`config.mk`:
```
export PLATFORM = sky130hd
export DESIGN_NAME = dl_spi_ctrl_flat
export DESIGN_NICKNAME = d
export VERILOG_FILES = /design/src/rtl/dl_spi_ctrl_if.sv /design/src/rtl/dl_spi_ctrl.sv /design/src/flat_wrapper.sv
export SDC_FILE = /design/constraint.sdc
export NUM_CORES = 1
export LEC_CHECK = 0
export ABC_AREA = 1
export CORE_MARGIN = 2
export CORE_UTILIZATION = 62
export CTS_CLUSTER_SIZE = 10
export DETAILED_ROUTE_END_ITERATION = 8
export DONT_BUFFER_PORTS = 1
export GPL_ROUTABILITY_DRIVEN = 0
export PLACE_DENSITY = 0.78
export SETUP_SLACK_MARGIN = 0.3
export SYNTH_ARGS = -nofsm -noshare
export SYNTH_HDL_FRONTEND = slang
export SYNTH_SLANG_ARGS = --single-unit
export TNS_END_PERCENT = 5
```
`constraint.sdc`:
```
create_clock -name clk -period 2 [get_ports clk]
set_input_delay 0.2 -clock clk [delete_from_list [all_inputs] [get_ports clk]]
set_output_delay 0.2 -clock clk [all_outputs]
set_load 0.1 [all_outputs]
```
`src/rtl/dl_spi_ctrl_if.sv`:
```
// Bundle of SPI host pins and delay-line pins for dl_spi_ctrl.
// slave = controller view, master = host/delay-line side.
interface dl_spi_ctrl_if #(
  parameter int TAP_W = 8,
  parameter int NCH   = 4
);
  logic                   spi_sck;
  logic                   spi_csn;
  logic                   spi_mosi;
  logic                   spi_miso;
  logic                   dl_busy;
  logic [NCH*TAP_W-1:0]   dl_tap;
  logic                   dl_load;
  logic                   dl_en;

  modport slave (
    input  spi_sck, spi_csn, spi_mosi, dl_busy,
    output spi_miso, dl_tap, dl_load, dl_en
  );

  modport master (
    output spi_sck, spi_csn, spi_mosi, dl_busy,
    input  spi_miso, dl_tap, dl_load, dl_en
  );
endinterface

```
`src/rtl/dl_spi_ctrl.sv`:
```
// SPI-programmed tap controller: shadow registers, staged apply to NCH delay-line channels.
// Define DL_SPI_READBACK_EN to return register contents on spi_miso during read frames.
module dl_spi_ctrl #(
  parameter int TAP_W = 8,
  parameter int NCH   = 4
) (
  input  logic         clk,
  input  logic         rst_n,
  dl_spi_ctrl_if.slave bus
);
  typedef enum logic [1:0] {F_IDLE, F_SHIFT, F_DONE} frame_state_t;
  typedef enum logic [1:0] {A_IDLE, A_PEND, A_LOAD, A_SETTLE} apply_state_t;

  logic [2:0]   r_sck_sync;
  logic [2:0]   r_csn_sync;
  logic [1:0]   r_mosi_sync;
  logic         w_sck_rise;
  logic         w_sck_fall;
  logic         w_csn_rise;
  logic         w_csn_fall;

  frame_state_t r_fstate;
  logic [3:0]   r_bit_cnt;
  logic [14:0]  r_shift;
  logic         r_wr_stb;
  logic         w_ctrl_wr;
  logic         w_apply_wr;

  apply_state_t r_astate;
  logic         r_queued;
  logic         r_load;
  logic         r_settle_cnt;
  logic         w_load_go;
  logic         r_en;

  logic [TAP_W-1:0]            w_shadow [NCH];
  logic [NCH-1:0][TAP_W-1:0]   w_tap;

  // Bits [1:0] are the 2-FF synchronizer; bit 2 is the history used for edge detection.
  always_ff @(posedge clk or negedge rst_n) begin
    if (!rst_n) begin
      r_sck_sync  <= '0;
      r_csn_sync  <= '0;
      r_mosi_sync <= '0;
    end else begin
      r_sck_sync  <= {r_sck_sync[1:0], bus.spi_sck};
      r_csn_sync  <= {r_csn_sync[1:0], bus.spi_csn};
      r_mosi_sync <= {r_mosi_sync[0], bus.spi_mosi};
    end
  end

  assign w_sck_rise =  r_sck_sync[1] & ~r_sck_sync[2];
  assign w_sck_fall = ~r_sck_sync[1] &  r_sck_sync[2];
  assign w_csn_rise =  r_csn_sync[1] & ~r_csn_sync[2];
  assign w_csn_fall = ~r_csn_sync[1] &  r_csn_sync[2];

`ifdef DL_SPI_READBACK_EN
  logic       r_miso;
  logic [7:0] r_rd_shift;
  logic [7:0] w_rd_data;
  logic       w_pending;

  assign w_pending = (r_astate != A_IDLE) | r_queued;

  // After 8 bits r_shift[7] is R/W and r_shift[6:0] the address.
  always_comb begin
    w_rd_data = '0;
    if (!r_shift[7]) begin
      if (r_shift[6:0] == 7'h00) w_rd_data = {7'd0, r_en};
      if (r_shift[6:0] == 7'h10) w_rd_data = {6'd0, bus.dl_busy, w_pending};
      for (int i = 0; i < NCH; i++) begin
        if (r_shift[6:0] == 7'(i + 1)) w_rd_data = 8'(w_shadow[i]);
      end
    end
  end

  assign bus.spi_miso = r_miso;
`else
  assign bus.spi_miso = 1'b0;
`endif

  always_ff @(posedge clk or negedge rst_n) begin
    if (!rst_n) begin
      r_fstate  <= F_IDLE;
      r_bit_cnt <= '0;
      r_shift   <= '0;
      r_wr_stb  <= 1'b0;
`ifdef DL_SPI_READBACK_EN
      r_miso     <= 1'b0;
      r_rd_shift <= '0;
`endif
    end else begin
      r_wr_stb <= 1'b0;
      case (r_fstate)
        F_IDLE: begin
`ifdef DL_SPI_READBACK_EN
          r_miso <= 1'b0;
`endif
          if (w_csn_fall) begin
            r_fstate  <= F_SHIFT;
            r_bit_cnt <= '0;
          end
        end
        F_SHIFT: begin
          if (w_csn_rise) begin
            r_fstate <= F_IDLE;
`ifdef DL_SPI_READBACK_EN
            r_miso <= 1'b0;
`endif
          end else if (w_sck_rise) begin
            r_shift   <= {r_shift[13:0], r_mosi_sync[1]};
            r_bit_cnt <= r_bit_cnt + 4'd1;
            if (r_bit_cnt == 4'd15) begin
              r_fstate <= F_DONE;
              r_wr_stb <= r_shift[14];
            end
          end
`ifdef DL_SPI_READBACK_EN
          else if (w_sck_fall && r_bit_cnt >= 4'd8) begin
            if (r_bit_cnt == 4'd8) begin
              r_miso     <= w_rd_data[7];
              r_rd_shift <= {w_rd_data[6:0], 1'b0};
            end else begin
              r_miso     <= r_rd_shift[7];
              r_rd_shift <= {r_rd_shift[6:0], 1'b0};
            end
          end
`endif
        end
        F_DONE: begin
          if (w_csn_rise) begin
            r_fstate <= F_IDLE;
`ifdef DL_SPI_READBACK_EN
            r_miso <= 1'b0;
`endif
          end
        end
        default: r_fstate <= F_IDLE;
      endcase
    end
  end

  assign w_ctrl_wr  = r_wr_stb && (r_shift[14:8] == 7'h00);
  assign w_apply_wr = w_ctrl_wr && r_shift[1];
  assign w_load_go  = (r_astate == A_PEND) && !bus.dl_busy;

  always_ff @(posedge clk or negedge rst_n) begin
    if (!rst_n) begin
      r_en <= 1'b0;
    end else if (w_ctrl_wr) begin
      r_en <= r_shift[0];
    end
  end

  // APPLY requests arriving outside IDLE collapse into a single queued apply.
  always_ff @(posedge clk or negedge rst_n) begin
    if (!rst_n) begin
      r_astate     <= A_IDLE;
      r_queued     <= 1'b0;
      r_load       <= 1'b0;
      r_settle_cnt <= 1'b0;
    end else begin
      r_load <= 1'b0;
      case (r_astate)
        A_IDLE: begin
          if (w_apply_wr || r_queued) begin
            r_astate <= A_PEND;
            r_queued <= 1'b0;
          end
        end
        A_PEND: begin
          if (w_apply_wr) r_queued <= 1'b1;
          if (!bus.dl_busy) begin
            r_astate <= A_LOAD;
            r_load   <= 1'b1;
          end
        end
        A_LOAD: begin
          if (w_apply_wr) r_queued <= 1'b1;
          r_astate     <= A_SETTLE;
          r_settle_cnt <= 1'b0;
        end
        A_SETTLE: begin
          if (w_apply_wr) r_queued <= 1'b1;
          if (!r_settle_cnt) r_settle_cnt <= 1'b1;
          else if (!bus.dl_busy) r_astate <= A_IDLE;
        end
        default: r_astate <= A_IDLE;
      endcase
    end
  end

  for (genvar gi = 0; gi < NCH; gi++) begin : g_ch
    localparam logic [6:0] CH_ADDR = 7'(gi + 1);
    logic [TAP_W-1:0] r_shadow;
    logic [TAP_W-1:0] r_tap;

    always_ff @(posedge clk or negedge rst_n) begin
      if (!rst_n) begin
        r_shadow <= '0;
        r_tap    <= '0;
      end else begin
        if (r_wr_stb && r_shift[14:8] == CH_ADDR) r_shadow <= TAP_W'(r_shift[7:0]);
        if (w_load_go) r_tap <= r_shadow;
      end
    end

    assign w_shadow[gi] = r_shadow;
    assign w_tap[gi]    = r_tap;
  end

  assign bus.dl_tap  = w_tap;
  assign bus.dl_load = r_load;
  assign bus.dl_en   = r_en;
endmodule

```
`src/flat_wrapper.sv`:
```
// flat-port wrapper written by rule: the top's interface ports become plain ports
module dl_spi_ctrl_flat 
#(
  parameter int TAP_W = 8,
  parameter int NCH   = 4
)
  (clk, rst_n, bus_spi_sck, bus_spi_csn, bus_spi_mosi, bus_dl_busy, bus_spi_miso, bus_dl_tap, bus_dl_load, bus_dl_en);
  dl_spi_ctrl_if #(.TAP_W(TAP_W), .NCH(NCH)) bus_i ();
  input  logic clk;
  input  logic rst_n;
  input wire logic [$bits(bus_i.spi_sck)-1:0] bus_spi_sck;
  input wire logic [$bits(bus_i.spi_csn)-1:0] bus_spi_csn;
  input wire logic [$bits(bus_i.spi_mosi)-1:0] bus_spi_mosi;
  input wire logic [$bits(bus_i.dl_busy)-1:0] bus_dl_busy;
  output wire logic [$bits(bus_i.spi_miso)-1:0] bus_spi_miso;
  output wire logic [$bits(bus_i.dl_tap)-1:0] bus_dl_tap;
  output wire logic [$bits(bus_i.dl_load)-1:0] bus_dl_load;
  output wire logic [$bits(bus_i.dl_en)-1:0] bus_dl_en;
  assign bus_i.spi_sck = bus_spi_sck;
  assign bus_i.spi_csn = bus_spi_csn;
  assign bus_i.spi_mosi = bus_spi_mosi;
  assign bus_i.dl_busy = bus_dl_busy;
  assign bus_spi_miso = bus_i.spi_miso;
  assign bus_dl_tap = bus_i.dl_tap;
  assign bus_dl_load = bus_i.dl_load;
  assign bus_dl_en = bus_i.dl_en;
  dl_spi_ctrl #(.TAP_W(TAP_W), .NCH(NCH)) u_core (.clk(clk), .rst_n(rst_n), .bus(bus_i));
endmodule
```
==> key figures, run 1 <==
Die
  • Die Ht: 83.6 um
  • Site Rows: 29
  • Core ar.: 0.00624 mm2
  • Initial Util: 0.630
  • Die Span X: 83.6 um
  • Die footprint: 0.00700 mm2
  • IO Count: 41

Detailed routing
  • First-pass detailed-route iteration total: 4
  • Vias: 2,657
  • Initial detailed-routing violation count: 196
  • Final wirelength: 6980 um
  • WL/cell: 13.5 um
  • DRC Markers: 0
  • Number of nets with antenna violations after routing: 0
  • Vias per cell: 5.14

Critical path
  • Crit path max fanout: 16
  • Worst reg2reg path startpoint: u_core.r_shift[8]
  • CP Launch Type: flip-flop
  • Setup crit end kind: flip-flop
  • Data arrival, critical path: 1.82 ns
  • R2R setup slack: 0.42 ns
  • Worst path required time: 2.24 ns
  • FF-to-FF End: u_core.g_ch[3].r_shadow[2]
  • WS Path Type: reg2reg
  • Crit path capture: u_core.g_ch[3].r_shadow[2]
  • Worst-case reg-to-reg path depth: 5
  • Worst setup startpoint: u_core.r_shift[8]

Logic synthesis
  • Post-Synthesis Cells: 396
  • Yosys warnings: 0
  • Leading area contributor after synthesis: dfrtp_1
  • Register area share after synthesis: 0.636
  • Top-area cell type share of the netlist area: 0.636
  • Mean Syn Cell Area: 9.93 um2
  • Synth top area cells: dfrtp_1 64%, nand2_1 15%, o21ai_0 4.6%
  • FF+latch count, synth: 100
  • Post-synthesis cell area: 0.00393 mm2
  • Synth unique cells: 28
  • Syn Nets: 408

Timing
  • Fmax: 0.633 GHz
  • Rel. slew slack: 0.512
  • Final hold violations: 100
  • Min Hold Slack: -0.483 ns
  • Setup Viol. Count Final: 0
  • Slew Limit Fails: 0
  • Ratio of final minimum period to clock period: 0.790
  • Setup TNS: 0 ns
  • Period minus WS final: 1.58 ns
  • Slew @ Worst Pin: 0.733 ns
  • Clock skew: 0.0117 ns
  • RSZ-0062 raised after global routing: no

Cells and area
  • Nets: 447
  • Area of the multi-input gates: 0.00121 mm2
  • Fillers: 490
  • Ant diodes: 0
  • Area grow syn2layout: 13.6%
  • Most common cell after layout, fill and taps aside: nand2_1
  • Most frequent cells in the layout: 153 x nand2_1, 100 x dfrtp_1, 37 x buf_4, 36 x o21ai_0, 30 x inv_1
  • Layout cells sized above 1: 0.180
  • Reg area: 0.00250 mm2
  • Final instance area: 0.00447 mm2

Pwr
  • Sequential share of power: 0.586
  • Int Power: 0.00275 W
  • Net Sw Frac: 0.252
  • Clock power frac: 0.341
  • P_leak: 2.26 nW
  • P per Cell Area: 823 mW/mm2
  • Worst VDD drop: 601 uV
  • Sw power: 0.000927 W
  • Gate power share: 0.072

Clock network
  • H-tree depth: 3
  • Number of buffers created by CTS: 9
  • Clk sink count: 100
  • Root Buffer: clkbuf_8
  • Hold-fix buffers at CTS: 3
  • Clock-pin slew on the worst setup and hold paths: 0.09 ns
  • Worst skew pair latency: 0.37 ns
  • CTS tree: built
  • Clock Path Buffers: 2

Global route
  • Largest net degree at the start of global routing: 101
  • All-layer global routing usage: 0.225
  • Grt total ovfl: 0
  • Vias in the first global route: 2,635
  • First-pass GRT wire length: 12,400 um
  • Antenna violations before repair: 0

Place
  • Detailed Place HPWL: 4310 um
  • I/O Buffers: 0
  • Placed Area: 0.00419 mm2

Flow run
  • Max_cap viols: 0

Outcome
  • Status: complete, but fails checks
  • Failing checks: negative hold slack

Hold path
  • Hold/Removal Path Class: in2async
## kinds of logic (layout without fill, tap and decap cells)
kind of cell	after synthesis	count (layout)	share of synthesized area
compound gates	61	61	0.0913
fa+ha+maj	6	6	0.0191
buf+inv	46	90	0.0579
flops	100	100	0.636
other cells	1	1	0.000954
simple gates	182	182	0.194
## Yosys cell counts
master,instances
nor2_1,6
nand3_4,2
o21ai_0,36
dfrtp_1,100
buf_2,1
conb_1,1
nor2_4,2
nor3_1,2
o22ai_1,1
clkbuf_1,7
o21ai_1,5
nand2_1,153
ha_1,6
nor2_2,2
or2_1,1
nand2_2,2
o21ai_2,12
or2_2,1
nand3_2,1
nand4_1,2
o2111a_1,1
buf_12,1
inv_1,31
a21oi_1,5
a31oi_1,1
nand3_1,8
buf_6,4
buf_4,2
## flip-flops by register name (all words and copies together), names as in the netlist, 2 cells and up
register / cells
u_core.g_ch.r_shadow: 32
u_core.g_ch.r_tap: 32
u_core.r_shift: 15
u_core.r_bit_cnt: 4
u_core.r_csn_sync: 3
u_core.r_sck_sync: 3
u_core.r_astate: 2
u_core.r_fstate: 2
u_core.r_mosi_sync: 2
## worst min-delay path by stage
stage          slack (ns)  depth (start not counted)                      end
3_3_place_gp        -0.09                          0  u_core.g_ch[3].r_tap[3]
3_5_place_dp        -0.09                          0  u_core.g_ch[3].r_tap[1]
5_1_grt             -0.51                          0  u_core.g_ch[2].r_tap[1]
2_1_floorplan        -0.1                          0         u_core.bus.dl_en
6_report            -0.48                          0  u_core.g_ch[3].r_tap[1]
4_1_cts             -0.49                          0  u_core.g_ch[3].r_tap[1]
## per-stage QoR
stage | total power, W | instances | hold WS, ns | worst slack (ns) | utilization
after floorplan | 0.00238 | 396 | -0.0956 | 0.505 | -
after global placement | 0.00245 | 494 | -0.0927 | 0.333 | 0.671
after detailed placement | 0.00246 | 494 | -0.0934 | 0.207 | 0.671
after CTS | 0.00371 | 515 | -0.495 | 0.292 | 0.712
after global routing | 0.00384 | 517 | -0.514 | 0.297 | 0.716
final | 0.00367 | 517 | -0.483 | 0.419 | 0.716
## power by group through the flow
stage / registers, W / clock network [W] / logic [W]
after floorplan: 0.00218 / 0 / 0.000194
after global placement: 0.00219 / 0 / 0.000254
after detailed placement: 0.00219 / 0 / 0.000261
after CTS: 0.00216 / 0.00128 / 0.000268
after global routing: 0.00217 / 0.00137 / 0.000297
final: 0.00215 / 0.00125 / 0.000265
## metal layers
layer  vias up  global-route usage  wire length [um]  share of wire
met1      1251               0.295              3060           0.44
met4         0              0.0777               108          0.015
met2        70               0.372              3370           0.48
met3        12              0.0544               439          0.063
met5         -                   0                 0              0
li1       1324                   -                 -              -
## worst max-delay path: stages (launching register included)
cell and delay (ns):
dfrtp_1 0.49, nor2_4 0.15, nand4_1 0.08, or2_1 0.48, nand2_1 0.18, o21ai_2 0.06
## layout make-up
type                    count  share of cell area
flip-flops and latches    100               0.560
multi-input cells         250               0.271
repair buffers             42              0.0759
clock buffers              10              0.0286
inverters                  31              0.0269
well taps                  77              0.0216
clock inverters             6              0.0143
repair inverters            1             0.00168
## timing repair
action,CTS,global route
hold endpoints to repair,103,100
pin swaps,0,0
resized for setup,2,2
endpoints found under the setup margin,32,32
cloned,1,0
setup buffers,1,2
No activity file was read; power rests on OpenSTA's default activity.
==> inputs of run 2 (changes only) <==
==> constraint.sdc (replaced) <==
create_clock -name clk -period 1.7 [get_ports clk]
set_input_delay 0.17 -clock clk [delete_from_list [all_inputs] [get_ports clk]]
set_output_delay 0.17 -clock clk [all_outputs]
set_load 0.1 [all_outputs]
==> key figures, run 2 (synthesized netlist as in run 1, its figures left out) <==
Timing
  • Final hold violations: 100 (unchanged)
  • Setup Viol. Count Final: 0 (unchanged)
  • Ratio of final minimum period to clock period: 0.818 (+0.0274)
  • Period minus WS final: 1.39 ns (-0.191 ns)
  • Min Hold Slack: -0.503 ns (-0.0199 ns)
  • Clock skew: 0.0127 ns (+0.00103 ns)
  • RSZ-0062 raised after global routing: yes
  • Slew Limit Fails: 0 (unchanged)
  • Fmax: 0.719 GHz (+14%)
  • Setup TNS: 0 ns (unchanged)

Die
  • Core ar.: 0.00624 mm2 (unchanged)
  • IO Count: 41 (unchanged)
  • Die Ht: 83.6 um (unchanged)
  • Initial Util: 0.630 (unchanged)
  • Die Span X: 83.6 um (unchanged)
  • Die footprint: 0.00700 mm2 (unchanged)
  • Site Rows: 29 (unchanged)

Critical path
  • WS Path Type: reg2reg
  • Worst reg2reg path startpoint: u_core.r_shift[13]
  • CP Launch Type: flip-flop
  • FF-to-FF End: u_core.g_ch[1].r_shadow[6]
  • Data arrival, critical path: 1.62 ns (-0.20 ns)
  • Crit path max fanout: 8 (-8)
  • Setup crit end kind: flip-flop
  • Worst-case reg-to-reg path depth: 7 (+2)
  • Crit path capture: u_core.g_ch[1].r_shadow[6]
  • Worst setup startpoint: u_core.r_shift[13]
  • Worst path required time: 1.93 ns (-0.31 ns)
  • R2R setup slack: 0.31 ns (-0.11 ns)

Detailed routing
  • WL/cell: 14.5 um (+7.5%)
  • DRC Markers: 0 (unchanged)
  • First-pass detailed-route iteration total: 4 (unchanged)
  • Vias: 2,799 (+5.3%)
  • Final wirelength: 7600 um (+8.9%)
  • Number of nets with antenna violations after routing: 0 (unchanged)
  • Initial detailed-routing violation count: 199 (+1.5%)
  • Vias per cell: 5.34 (+3.9%)

Clock network
  • Clock Path Buffers: 2 (unchanged)
  • Number of buffers created by CTS: 9 (unchanged)
  • Worst skew pair latency: 0.36 ns (about the same)
  • Root Buffer: clkbuf_8
  • CTS tree: built
  • Hold-fix buffers at CTS: 4 (+1)
  • Clk sink count: 100 (unchanged)
  • H-tree depth: 3 (unchanged)
  • Clock-pin slew on the worst setup and hold paths: 0.09 ns (about the same)

Pwr
  • Clock power frac: 0.354 (+0.013)
  • P_leak: 2.34 nW (+3.5%)
  • Sequential share of power: 0.565 (-0.021)
  • Sw power: 0.00106 W (+14%)
  • Gate power share: 0.080 (+0.008)
  • P per Cell Area: 962 mW/mm2 (+17%)
  • Net Sw Frac: 0.236 (-0.0165)
  • Worst VDD drop: 913 uV (+52%)
  • Int Power: 0.00343 W (+25%)

Global route
  • All-layer global routing usage: 0.215 (-0.00982)
  • Antenna violations before repair: 0 (unchanged)
  • First-pass GRT wire length: 11,800 um (-4.1%)
  • Vias in the first global route: 2,594 (-1.6%)
  • Largest net degree at the start of global routing: 101 (unchanged)
  • Grt total ovfl: 0 (unchanged)

Cells and area
  • Final core utilization: 0.748 (+0.0321)
  • Layout cells sized above 1: 0.210 (+0.0307)
  • Most frequent cells in the layout: 152 x nand2_1, 98 x dfrtp_1, 40 x buf_4, 35 x o21ai_0, 28 x inv_1
  • Most common cell after layout, fill and taps aside: nand2_1
  • Area grow syn2layout: 18.7%
  • Nets: 456 (+2.0%)
  • Regs by FF count: u_core.g_ch.r_shadow x32, u_core.g_ch.r_tap x32, u_core.r_shift x15
  • Ant diodes: 0 (unchanged)

Hold path
  • Hold/Removal Path Class: in2async

Place
  • I/O Buffers: 0 (unchanged)
  • Detailed Place HPWL: 4520 um (+4.9%)

Outcome
  • Failing checks: negative hold slack
  • Status: complete, but fails checks

Flow run
  • Max_cap viols: 0 (unchanged)
-- run 2: cell types whose count changed in the layout (fill, tap and decap cells not counted), sizes merged --
cell	previous run	this run
buf	39	44
bufinv	1	2
clkbuf	10	13
clkinv	2	0
clkinvlp	4	0
dlygate4sd3	3	4
nand3	11	14
-- run 2: routing by layer --
layer	routed length, um	up-vias	track usage	share of wire
met3	429	14	0.0584	0.056
met5	0	-	0	0
met2	3770	72	0.350	0.50
met1	3210	1367	0.281	0.42
met4	193	0	0.0806	0.025
li1	-	1346	-	-
-- run 2: worst min path at each step --
stage / depth (start not counted) / end / start / slack [ns]
after floorplan: 0 / u_core.bus.dl_en / rst_n / -0.13
final: 0 / u_core.g_ch[1].r_shadow[0] / rst_n / -0.50
after global placement: 0 / u_core.g_ch[3].r_tap[3] / rst_n / -0.12
after CTS: 0 / u_core.g_ch[1].r_tap[0] / rst_n / -0.51
after detailed placement: 0 / u_core.g_ch[3].r_tap[2] / rst_n / -0.12
after global routing: 0 / u_core.g_ch[1].r_tap[4] / rst_n / -0.52
-- run 2: power by group through the flow --
stage,Clock [W],Sequential [W],Combinational [W]
finish,0.00159,0.00254,0.000360
global route,0.00171,0.00255,0.000402
CTS,0.00161,0.00254,0.000321
detailed placement,0,0.00259,0.000312
global placement,0,0.00258,0.000302
floorplan,0,0.00257,0.000228
-- run 2: repair_timing --
action,CTS,global route
endpoints found under the setup margin,50,84
resized for setup,3,25
hold endpoints to repair,104,100
setup buffers,0,6
pin swaps,0,3
cloned,0,4
-- run 2: metrics by stage --
step / cell area [um2] / hold slack, ns / setup slack, ns / instances / power (W)
after floorplan: 3940 / -0.126 / 0.303 / 396 / 0.00280
after global placement: 4210 / -0.122 / 0.200 / 496 / 0.00288
after detailed placement: 4210 / -0.123 / 0.148 / 496 / 0.00290
after CTS: 4460 / -0.505 / 0.198 / 514 / 0.00446
after global routing: 4670 / -0.520 / 0.223 / 524 / 0.00466
final: 4670 / -0.503 / 0.310 / 524 / 0.00449
-- run 2: cell type report --
class / count / area [um2]
clock inverter: 2 / 60.1
multi-input combinational: 253 / 1310
inverter: 31 / 119
timing repair buffer: 49 / 435
tap: 77 / 96.3
clock buffer: 12 / 145
fill: 424 / 1570
sequential: 100 / 2500
-- run 2: worst max-delay path, stage by stage, from the launching register on --
cell and delay [ns]:
dfrtp_1 0.40, nor2_1 0.11, nand2_1 0.12, nor2_4 0.16, buf_12 0.16, nand3_4 0.12
nand2_1 0.10, o21ai_0 0.09
==> inputs of run 3 (changes only) <==
--- a/config.mk
+++ b/config.mk
@@ -5,14 +5,14 @@
 export SDC_FILE = /design/constraint.sdc
 export NUM_CORES = 1
 export LEC_CHECK = 0
-export ABC_AREA = 1
+export ABC_AREA = 0
 export CORE_MARGIN = 2
-export CORE_UTILIZATION = 62
+export CORE_UTILIZATION = 56
 export CTS_CLUSTER_SIZE = 10
 export DETAILED_ROUTE_END_ITERATION = 8
 export DONT_BUFFER_PORTS = 1
 export GPL_ROUTABILITY_DRIVEN = 0
-export PLACE_DENSITY = 0.78
+export PLACE_DENSITY = 0.74
 export SETUP_SLACK_MARGIN = 0.3
 export SYNTH_ARGS = -nofsm -noshare
 export SYNTH_HDL_FRONTEND = slang
==> constraint.sdc (replaced) <==
create_clock -name clk -period 1.2 [get_ports clk]
set_input_delay 0.12 -clock clk [delete_from_list [all_inputs] [get_ports clk]]
set_output_delay 0.12 -clock clk [all_outputs]
set_load 0.1 [all_outputs]
==> key figures, run 3 <==
Logic synthesis
  • Synth unique cells: 34 (+21%)
  • Most instantiated cells after synthesis: 100 x dfrtp_1, 74 x mux2_2, 7 x inv_1, 7 x nor2_1
  • Most common cell in the synthesized netlist: dfrtp_1
  • Leading area contributor after synthesis: dfrtp_1
  • Top-area cell type share of the netlist area: 0.636 (unchanged)
  • Mean Syn Cell Area: 15.8 um2 (+59%)
  • Number of synthesized flops with an enable pin: 0 (unchanged)
  • Post-Synthesis Cells: 249 (-37%)
  • FF+latch count, synth: 100 (unchanged)
  • Post-synthesis cell area: 0.00393 mm2 (unchanged)
  • Syn Nets: 261 (-36%)
  • Top_reg_cell synth: dfrtp_1
  • Asr flop ratio synth: 1.00 (unchanged)
  • Synth top area cells: dfrtp_1 64%, mux2_2 21%, mux2_4 2.3%
  • Yosys warnings: 0 (unchanged)
  • Register area share after synthesis: 0.636 (unchanged)

Cells and area
  • Area grow syn2layout: 35.1%
  • Most common cell after layout, fill and taps aside: dfrtp_1
  • Regs by FF count: u_core.g_ch.r_shadow x32, u_core.g_ch.r_tap x32, u_core.r_shift x15
  • Nets: 330 (-28%)
  • Finished Layout Cells: 419 (-20%)
  • Layout cells sized above 1: 0.573 (+0.362)
  • Ant diodes: 0 (unchanged)
  • Most frequent cells in the layout: 98 x dfrtp_1, 65 x mux2_2, 36 x buf_12, 25 x buf_4, 16 x mux2_4

Pwr
  • P per Cell Area: 1340 mW/mm2 (+39%)
  • Sequential share of power: 0.538 (-0.027)
  • Int Power: 0.00508 W (+48%)
  • Worst VDD drop: 1160 uV (+27%)
  • P_leak: 2.64 nW (+13%)
  • Gate power share: 0.182 (+0.102)
  • Clock power frac: 0.280 (-0.074)
  • Design Power: 0.00711 W (+58%)
  • Net Sw Frac: 0.286 (+0.0506)
  • Sw power: 0.00204 W (+92%)

Critical path
  • CP peak stage delay: 0.45 ns (+0.05 ns)
  • WS Path Type: reg2reg
  • Worst path required time: 1.45 ns (-0.48 ns)
  • Crit path max fanout: 8 (unchanged)
  • Setup crit end kind: flip-flop
  • CP cell instances: nor4b_4 -> and2_4 -> nand3b_4 -> mux2_2
  • Data arrival, critical path: 1.90 ns (+0.28 ns)
  • R2R setup slack: -0.45 ns (-0.76 ns)
  • Crit-path slowest cell: dfrtp_2
  • CP Launch Type: flip-flop

Clock network
  • CTS tree: built
  • Number of buffers created by CTS: 9 (unchanged)
  • Clk sink count: 100 (unchanged)
  • Root Buffer: clkbuf_8
  • Clock Path Buffers: 2 (unchanged)
  • H-tree depth: 3 (unchanged)
  • Worst skew pair latency: 0.37 ns (about the same)
  • Clock-pin slew on the worst setup and hold paths: 0.10 ns (about the same)
  • Hold-fix buffers at CTS: 3 (-1)

Timing
  • Min Hold Slack: -0.568 ns (-0.0658 ns)
  • Slew Limit Fails: 0 (unchanged)
  • Setup ws final: -0.447 ns (-0.756 ns)
  • RSZ-0062 raised after global routing: yes
  • Ratio of final minimum period to clock period: 1.37 (+0.554)
  • Period minus WS final: 1.65 ns (+0.256 ns)
  • Final hold violations: 101 (+1.0%)
  • Fmax: 0.607 GHz (-16%)
  • Setup Viol. Count Final: 89 (+89)
  • Clock skew: 0.0149 ns (+0.00218 ns)

Detailed routing
  • WL met1: 2830 um (-12%)
  • Final wirelength: 6660 um (-12%)
  • Initial detailed-routing violation count: 96 (-52%)
  • Top layer in use: met4
  • WL/cell: 15.9 um (+9.5%)
  • First-pass detailed-route iteration total: 4 (unchanged)
  • Routed wl met2: 3460 um (-8.3%)
  • Routed met3 length: 214 um (-50%)
  • DRC Markers: 0 (unchanged)
  • Vias per cell: 5.24 (-1.8%)
  • Number of nets with antenna violations after routing: 0 (unchanged)
  • Vias: 2,197 (-22%)

Global route
  • Antenna violations before repair: 0 (unchanged)
  • Grt total ovfl: 0 (unchanged)
  • Largest net degree at the start of global routing: 101 (unchanged)
  • Vias in the first global route: 2,300 (-11%)
  • All-layer global routing usage: 0.197 (-0.0188)
  • First-pass GRT wire length: 11,300 um (-4.8%)

Die
  • Initial Util: 0.579 (-0.0513)
  • IO Count: 41 (unchanged)
  • Core ar.: 0.00679 mm2 (+8.9%)
  • Site Rows: 30 (+3.4%)
  • Die footprint: 0.00771 mm2 (+10%)
  • Die Span X: 87.8 um (+5.0%)
  • Die Ht: 87.8 um (+5.0%)

Hold path
  • Hold/Removal Path Class: in2async

Outcome
  • Status: complete, but fails checks
  • Failing checks: negative hold slack, negative setup slack

Place
  • Placed Cells: 399 (-20%)
  • I/O Buffers: 0 (unchanged)
  • Detailed Place HPWL: 4390 um (-2.9%)

Flow run
  • Max_cap viols: 0 (unchanged)
[run 3: worst paths after layout]
check                                      start                          to  cells past startpoint
max                           u_core.r_shift[13]  u_core.g_ch[1].r_shadow[1]                      4
max in group asynchronous                  rst_n  u_core.g_ch[3].r_shadow[0]                      0
min reg2reg                u_core.r_mosi_sync[0]       u_core.r_mosi_sync[1]                      0
min                                        rst_n     u_core.g_ch[0].r_tap[5]                      0
min in group clk                     bus_dl_busy          u_core.bus.dl_load                      2
max reg2reg                   u_core.r_shift[13]  u_core.g_ch[1].r_shadow[1]                      4
[run 3: kinds of logic after synthesis]
family | share of synthesized area
AOI/OAI and AO/OA | 0.0140
xor gates and xnor gates | 0.00446
adders and majority gates | 0.0191
buffers and inverters | 0.0213
DFF | 0.636
muxes | 0.243
other | 0.000954
and+or+nand+nor | 0.0611
[run 3: stage by stage]
stage | area, um2 | utilization | worst slack, ns | hold slack, ns | setup TNS, ns
6_report | 5310 | 0.782 | -0.447 | -0.568 | -27.75
5_1_grt | 5310 | 0.782 | -0.508 | -0.599 | -33.27
4_1_cts | 5260 | 0.774 | -0.427 | -0.582 | -28.03
3_5_place_dp | 4950 | 0.728 | -0.488 | -0.173 | -29.53
3_3_place_gp | 4950 | 0.728 | -0.375 | -0.172 | -24.79
2_1_floorplan | 4000 | - | -0.368 | -0.176 | -22.53
[run 3: worst max-delay path: cells and delay by family (launching register included)]
family,cells,cell delay (ns)
multiplexers,1,0.32
flip-flops,1,0.45
AND/OR/NAND/NOR,3,0.77
[run 3: routing by layer]
| metal | up-vias | GRT usage |
|---|---|---|
| met5 | - | 0 |
| met4 | 0 | 0.0797 |
| met3 | 16 | 0.0566 |
| met2 | 38 | 0.324 |
| met1 | 1127 | 0.246 |
| li1 | 1016 | - |
[run 3: power by group through the flow]
stage,clock network (W),registers (W),logic (W)
after global placement,0,0.00387,0.00110
after CTS,0.00205,0.00383,0.00126
after floorplan,0,0.00391,0.000703
final,0.00199,0.00383,0.00129
after detailed placement,0,0.00389,0.00114
after global routing,0.00220,0.00387,0.00142
[run 3: area by class of cell]
cell class                 instances  area (um2)
inverter                           7        26.3
sequential                       100        2500
tap                               96         120
multi-input combinational        135        1530
timing repair buffer              65         950
clock buffer                       9         124
clock inverter                     7        57.6
fill                             354        1480
[run 3: timing repair]
item / CTS / global route
buffers inserted: 0 / 1
endpoints found under the hold margin: 104 / 101
pin swaps: 10 / 6
setup endpoints to repair: 126 / 126
resized for setup: 21 / 12
cloned: 0 / 0
